**config.mk**
```make
export PLATFORM = sky130hd
export DESIGN_NAME = mux_scanner
export DESIGN_NICKNAME = d
export VERILOG_FILES = /design/src/rtl/mux_scanner_pkg.sv /design/src/rtl/dwell_timer.sv /design/src/rtl/mux_scanner.sv
export SDC_FILE = /design/constraint.sdc
export NUM_CORES = 1
export LEC_CHECK = 0
export ABC_AREA = 1
export BUFFER_PORTS_ARGS = -buffer_cell sky130_fd_sc_hd__buf_2
export CAP_MARGIN = 20
export CORE_AREA = 2 2 60 62
export CTS_BUF_LIST = sky130_fd_sc_hd__clkbuf_8
export DETAILED_ROUTE_END_ITERATION = 16
export DIE_AREA = 0 0 62 64
export HOLD_SLACK_MARGIN = 0.05
export SYNTH_ARGS = -nofsm -noshare
export SYNTH_HDL_FRONTEND = slang
export SYNTH_SLANG_ARGS = --single-unit
```
**constraint.sdc**
```tcl
create_clock -name clk -period 2.2 [get_ports clk]
set_clock_uncertainty 0.15 [all_clocks]
set_input_delay 0.44 -clock clk [delete_from_list [all_inputs] [get_ports clk]]
set_output_delay 0.44 -clock clk [all_outputs]
set_load 0.005 [all_outputs]
```
**src/rtl/mux_scanner_pkg.sv**
```systemverilog
// Purpose: shared types and constants for the 4-channel mux scanner.
// Latency: n/a (declarations only).
// Backpressure: n/a (declarations only).
package mux_scanner_pkg;

    // Channel count and default settle time per channel.
    localparam int NCH           = 4;
    localparam int DWELL_DEFAULT = 4;

    // Dwell counter width; 8 bits covers the largest legal DWELL of 255.
    localparam int DWELL_W = 8;

    // Width of a channel index.
    localparam int CH_W = 2;

    typedef enum logic [1:0] {
        ST_IDLE   = 2'd0,
        ST_SETTLE = 2'd1,
        ST_DONE   = 2'd2
    } state_t;

endpackage

```
**src/rtl/dwell_timer.sv**
```systemverilog
// Purpose: settle-time counter; counts edges on a channel and flags the last one.
// Latency: tc is combinational from the count register; it rises on the LIMIT-th enabled edge.
// Backpressure: none; load has priority and holds the count at zero.
//
// Ports:
//   clk, reset : clock and asynchronous active-high reset
//   load       : force count to zero (used whenever the scanner is not settling)
//   en         : count this edge
//   tc         : count has reached LIMIT-1, i.e. this is the LIMIT-th edge
module dwell_timer #(
    parameter int LIMIT = 4,
    parameter int W     = 8
) (
    input  logic clk,
    input  logic reset,
    input  logic load,
    input  logic en,
    output logic tc
);

    logic [W-1:0] count;

    assign tc = (count == W'(LIMIT - 1));

    // Wrap to zero on terminal count so the next channel starts a fresh dwell
    // without an extra load cycle.
    always_ff @(posedge clk or posedge reset) begin
        if (reset) begin
            count <= '0;
        end else if (load || (en && tc)) begin
            count <= '0;
        end else if (en) begin
            count <= count + 1'b1;
        end
    end

endmodule

```
**src/rtl/mux_scanner.sv**
```systemverilog
// Purpose: walks the enabled channels of a 4:1 mux, samples each after DWELL cycles, returns one word.
// Latency: sample_valid rises N*DWELL edges after the edge that accepts start (N = enabled channels).
// Backpressure: result held in DONE until sample_ready; start is not accepted until then.
//
// Ports:
//   clk, reset            : clock and asynchronous active-high reset
//   start, chan_mask      : scan request and channel enables (sampled only in IDLE)
//   mux_out               : downstream mux output, driven by select
//   select                : current channel index to the mux
//   sample_data           : one bit per channel, disabled channels read 0
//   sample_valid/ready    : result handshake
//   busy                  : high whenever not idle
module mux_scanner #(
    parameter int DWELL = mux_scanner_pkg::DWELL_DEFAULT,
    parameter int NCH   = mux_scanner_pkg::NCH
) (
    input  logic           clk,
    input  logic           reset,
    input  logic           start,
    input  logic [NCH-1:0] chan_mask,
    input  logic           mux_out,
    output logic [1:0]     select,
    output logic [NCH-1:0] sample_data,
    output logic           sample_valid,
    input  logic           sample_ready,
    output logic           busy
);

    import mux_scanner_pkg::*;

    state_t         state;
    logic [NCH-1:0] mask_q;
    logic           tc;

    logic [CH_W-1:0] first_ch;
    logic            first_any;
    logic [CH_W-1:0] next_ch;
    logic            next_any;

    // Counter is parked at zero outside SETTLE so every scan starts clean.
    dwell_timer #(
        .LIMIT (DWELL),
        .W     (DWELL_W)
    ) u_dwell (
        .clk   (clk),
        .reset (reset),
        .load  (state != ST_SETTLE),
        .en    (state == ST_SETTLE),
        .tc    (tc)
    );

    // Priority pickers: descending loops so the lowest qualifying index wins.
    // first_* looks at the live mask for the start decision; next_* looks at
    // the latched mask strictly above the current channel, so no wrap-around.
    always_comb begin
        first_ch  = '0;
        first_any = 1'b0;
        next_ch   = '0;
        next_any  = 1'b0;
        for (int i = NCH - 1; i >= 0; i--) begin
            if (chan_mask[i]) begin
                first_any = 1'b1;
                first_ch  = i[CH_W-1:0];
            end
            if (mask_q[i] && (i > int'(select))) begin
                next_any = 1'b1;
                next_ch  = i[CH_W-1:0];
            end
        end
    end

    always_ff @(posedge clk or posedge reset) begin
        if (reset) begin
            state        <= ST_IDLE;
            mask_q       <= '0;
            select       <= '0;
            sample_data  <= '0;
            sample_valid <= 1'b0;
            busy         <= 1'b0;
        end else begin
            case (state)
                ST_IDLE: begin
                    // An empty mask is a no-op request.
                    if (start && first_any) begin
                        mask_q      <= chan_mask;
                        sample_data <= '0;
                        select      <= first_ch;
                        busy        <= 1'b1;
                        state       <= ST_SETTLE;
                    end
                end
                ST_SETTLE: begin
                    // Capture and move on in the same edge: no gap between channels.
                    if (tc) begin
                        sample_data[select] <= mux_out;
                        if (next_any) begin
                            select <= next_ch;
                        end else begin
                            sample_valid <= 1'b1;
                            state        <= ST_DONE;
                        end
                    end
                end
                ST_DONE: begin
                    // select keeps the last channel until the word is taken.
                    if (sample_ready) begin
                        sample_valid <= 1'b0;
                        select       <= '0;
                        busy         <= 1'b0;
                        state        <= ST_IDLE;
                    end
                end
                default: begin
                    state <= ST_IDLE;
                end
            endcase
        end
    end

endmodule

```
# Yosys cells after proc, flatten, opt, wreduce, memory -nomap -nowiden
# Cells that the tools add are included.
[totals]
elab_cells = 78
ff_bits = 22
input_bits = 9
[op_classes]
n_reduce_logical = 19
magnitude_cmp = 5
eq_ne = 9
n_mux = 37
addsub = 1
[op_table]
columns = ["operator", "count"]
rows = [
  ["2-bit 2-to-1 mux", 14],
  ["8-bit 2-to-1 mux", 2],
  ["1-bit 2-to-1 mux", 12],
  ["2-bit one-hot mux with 3 select lines", 2],
  ["2-bit != test (second input constant)", 5],
  ["8-bit by 1-bit adder with 8-bit output (second input constant)", 1],
  ["8-bit by 2-bit equality test with 1-bit output (second input constant)", 1],
  ["4-bit 2-to-1 mux", 2],
  ["4-bit one-hot mux with 2 select lines", 1],
  ["4-bit AND reduction", 2],
  ["2-bit nonzero test", 4],
  ["1-bit logical AND", 6],
  ["3-bit AND reduction", 2],
  ["5-bit AND reduction", 1],
  ["4-bit bitwise mux", 1],
  ["2-bit greater-than comparator (first input constant)", 2],
  ["1-bit one-hot mux with 2 select lines", 2],
  ["2-bit by 3-bit < comparator with 1-bit output (second input constant)", 1],
  ["3-bit nonzero test", 1],
  ["1-bit demux with 2-bit select", 1],
  ["2-bit by 1-bit equality test with 1-bit output (second input constant)", 1],
  ["2-bit equality test (second input constant)", 1],
  ["2-bit by 1-bit >= comparator with 1-bit output (second input constant)", 1],
  ["1-bit by 2-bit greater-than comparator with 1-bit output (first input constant)", 1],
  ["4 further kinds", 4],
]

# Logic depth before layout (Yosys ltp)
[depth]
depth_word = 8
ltp_mapped = 9
depth_no_buf = 9

# Cells and area by module
# Synthesis repeated with hierarchy kept, for this count alone.
[hier_totals]
cells_unflattened = 188
hier_area_um2 = 1362.6
[by_module_without_submodules]
columns = ["mod", "n_inst", "cells_per_inst", "area_each_um2"]
rows = [
  ["mux_scanner", 1, 119, 860.8],
  ["dwell_timer", 1, 69, 501.7],
]

# Worst setup path after synthesis
# Ideal clock, no wire load.
[synth_timing]
kind = "reg-to-reg"
startpoint = "register state[0]"
endpoint = "register sample_data[1]"
setup_time_ps = 117
path_stages_with_launch = 8
path_buffers = 0
setup_slack_ps = 730
period_less_slack_ps = 1470
t_arrival_ps = 1203
required_ps = 1933
cell_sequence = "dfrtp_1 > inv_1 > ha_1 > inv_1 > a21oi_1 > nor2_4 > nand4_1 > nand2_1"
[synth_via]
elab_chain_cells = 3
word_cells_on_any_way = 7
[synth_rtl]
columns = ["item", "line", "text"]
rows = [
  ["start, declared", "mux_scanner.sv:31", "state_t state;"],
  ["start signal, assigned", "mux_scanner.sv:74", "state <= ST_IDLE;"],
  ["start signal, assigned", "mux_scanner.sv:89", "state <= ST_SETTLE;"],
  ["start signal, assigned", "mux_scanner.sv:100", "state <= ST_DONE;"],
  ["2-bit by 1-bit equality test with 1-bit output / 2-bit logical NOT (equally long branches)", "mux_scanner.sv:81", "case (state)"],
  ["2-bit != test (no line) / 2-bit nonzero test (equally long branches)", "-", ""],
  ["3-bit AND reduction (no line)", "-", ""],
  ["end signal, assigned by index", "mux_scanner.sv:95", "sample_data[select] <= mux_out;"],
  ["end, declared", "mux_scanner.sv:23", "output logic [NCH-1:0] sample_data,"],
]
# Several ways; a longest one is shown, not always the timed one.
# A chain may end at the register's enable or synchronous reset.

# Worst setup path in the final report
[layout_timing]
startpoint = "register state[1]"
endpoint = "register state[1]"
[layout_via]
elab_chain_cells = 3
word_cells_on_any_way = 9
[layout_rtl]
columns = ["item", "line"]
rows = [
  ["2-bit by 1-bit equality test with 1-bit output (tied with other cells)", "mux_scanner.sv:81"],
  ["2-bit != test (no line)", "-"],
  ["4-bit AND reduction (no line)", "-"],
]
# Several ways; a longest one is shown, not always the timed one.

==> flow_summary.yaml <==
yosys:
  ys_seq_area_frac: 0.4130
  netlist_area_mm2: 0.001272
  yosysMostFrequentCell: "nand2_1"
  synth_seq_cells: 21
  yosysUniqueCellTypes: 19
  synthTopCellsByArea: "dfrtp_1, nand2_1, nand3_1, inv_1, nor2_1"
  synthFlopType: "dfrtp_1"
  synth_common_cells: "nand2_1, dfrtp_1, inv_1, nor2_1, nand3_1"
  synth_nets: 189
  avgSynthCellArea_um2: 7.271
  synth_cells: 175
  yosys.area.top_type: "dfrtp_1"
  synthArstFlopShare: 1.000
  yosys_warnings: 0
  netlist.area_leader.share: 0.4130
  synth_edf_count: 0
global_route:
  grt_max_degree: 22
  grt_pass1_vias: 1141
  met1_usage: 0.1858
  grt-ovfl-total: 0
  busiest_layer: "met2"
  use_met2: 0.2721
  grt_usage: 0.1549
  grt_first_pass_wirelength_um: 4705
  grt.met3_usage: 0.03036
  antenna_found_initial: 0
timing:
  hold_viol_final: 0
  setup-violations-final: 0
  post-route-period-util: 0.8322
  period_minus_slack_ns: 1.831
  tns_ns: 0
  max_slew_margin: 0.7277
  timing.fmax_ghz: 0.5462
  drv_slew: 0
  rsz0062_at_grt: "false"
  tightest_slew_ns: 0.4084
setup_path:
  critPathLaunchType: "register"
  cp_cell_sequence: "inv_1 -> ha_1 -> inv_1 -> nor2_4 -> nor2_4 -> nand3_1 -> nand2_1 -> nand2_1"
  required_ns: 2.25
  arrival_ns: 1.88
  cpMaxStageDelayCell: "dfrtp_1"
  worst-path-max-fanout: 12
  worstSetupPathType: "reg2reg"
  critPathCaptureType: "register"
  cp_slowest_stage_delay_ns: 0.42
floorplanning:
  core_mm2: 0.003284
  boundaryPins: 17
  die_area_mm2: 0.003968
  core.rowCount: 21
  die_h_um: 64
  die_x_um: 62
  initial_core_util: 0.3874
pwr:
  power.density_mw_per_mm2: 1158
  p_leak_nw: 0.7609
  p_total_mw: 1.680
  vdd_drop_max_v: 0.0003924
placement:
  place_hpwl_um: 2088
  io_buffers: 16
  gp_congestion: 0.8571
finish:
  antenna_cells: 0
  final_nets: 210
  layout-drive-gt1-share: 0.1641
  area_growth_pct: 14.06
worst_hold_path:
  min_path_type: "in2async"
routing:
  drc: 0
  viasPerCell: 4.817
  dr.pass1.iters: 4
  vias: 1161
  ant_nets: 0
  finalWirelength_um: 2650
  post_drt_wl_per_cell_um: 11.00
  first_iter_violations: 43
run_status:
  status: "complete, no violations"
clock_tree:
  clkTransAtPathRegs_ns: 0.08
  clockBufferDepth: 2
  post_cts_buffers: 0
  cts_resized: 0
  h-tree-depth: 1
  clkSinkCount: 21
  cts_tree: "built"
  worst_skew_pair.late_latency_ns: 0.26
  cts_buffers: 3
  cts_root_buf: "clkbuf_8"
  holdBufCountCts: 0
flow_run:
  drv_cap: 0
-- cell families (layout without fill, tap and decap cells) --
family,count (synthesis),in the layout,synth area share
AO/OA/AOI/OAI,17,17,0.06883
AND/OR/NAND/NOR,111,111,0.4012
buffers and inverters,21,41,0.06784
flip-flops,21,21,0.4130
adder cells (fa/ha/maj),5,5,0.04916
-- power breakdown --
part | leakage (nW) | internal, mW | switching, mW
logic | 0.458 | 0.298 | 0.545
registers | 0.276 | 0.500 | 0.0827
clock network | 0.0269 | 0.124 | 0.130
-- layout make-up --
type,count,area (um2)
fill,346,1833
multi-input combinational,133,660.6
sequential,21,525.5
timing repair buffer,17,87.58
inverter,20,75.07
tap,46,57.56
clock buffer,3,41.29
clock inverter,1,3.754
-- routing by layer --
layer | up-vias | share of wire | routed length (um)
li1 | 600 | - | -
met1 | 544 | 0.46 | 1207
met2 | 15 | 0.51 | 1359
met3 | 2 | 0.026 | 70
met4 | 0 | 0.0045 | 12
met5 | - | 0 | 0
-- sequential cells by signal, summed over array words and instances, names as in the netlist --
signal / flops
sample_data: 4
state: 2
select: 2
mask_q: 3
busy: 1
sample_valid: 1
u_dwell.count: 8
-- through the flow --
step	setup slack (ns)	cells	instance area, um2	hold WS [ns]	util
detailed placement	0.3563	237	1406	0.3042	0.4282
global route	0.1696	241	1451	0.08212	0.4419
floorplan	0.7300	175	1272	0.2665	-
CTS	0.3500	241	1451	0.06224	0.4419
finish	0.3692	241	1451	0.04868	0.4419
global placement	0.4419	237	1406	0.2971	0.4282
-- worst max-delay path, delay by kind of cell, from the launching register on --
kind          cells  cell delay (ns)
simple gates      5             0.52
flops             1             0.42
fa+ha+maj         1             0.41
buf+inv           2             0.28
-- layout by cell type (no fill, tap or decap), drive strengths merged --
cell,n
nand2,57
nor2,26
dfrtp,21
inv,21
buf,17
nand3,16
o21ai,11
nand4,8
a21oi,5
ha,5
nor3,3
clkbuf,3
o21a,1
or2,1
-- final timing paths --
path / end / startpoint / cells past startpoint / slack, ns
setup / recovery: state[1] / state[1] / 8 / 0.37
hold / removal: sample_data[0] / reset / 3 / 0.05
setup reg to reg: state[1] / state[1] / 8 / 0.37
hold reg to reg: u_dwell.count[0] / u_dwell.count[0] / 1 / 0.31
max in group asynchronous: mask_q[2] / reset / 3 / 1.62
min in group clk: mask_q[1] / chan_mask[1] / 3 / 0.26
Note: power is estimated with default switching activity, not from simulation.
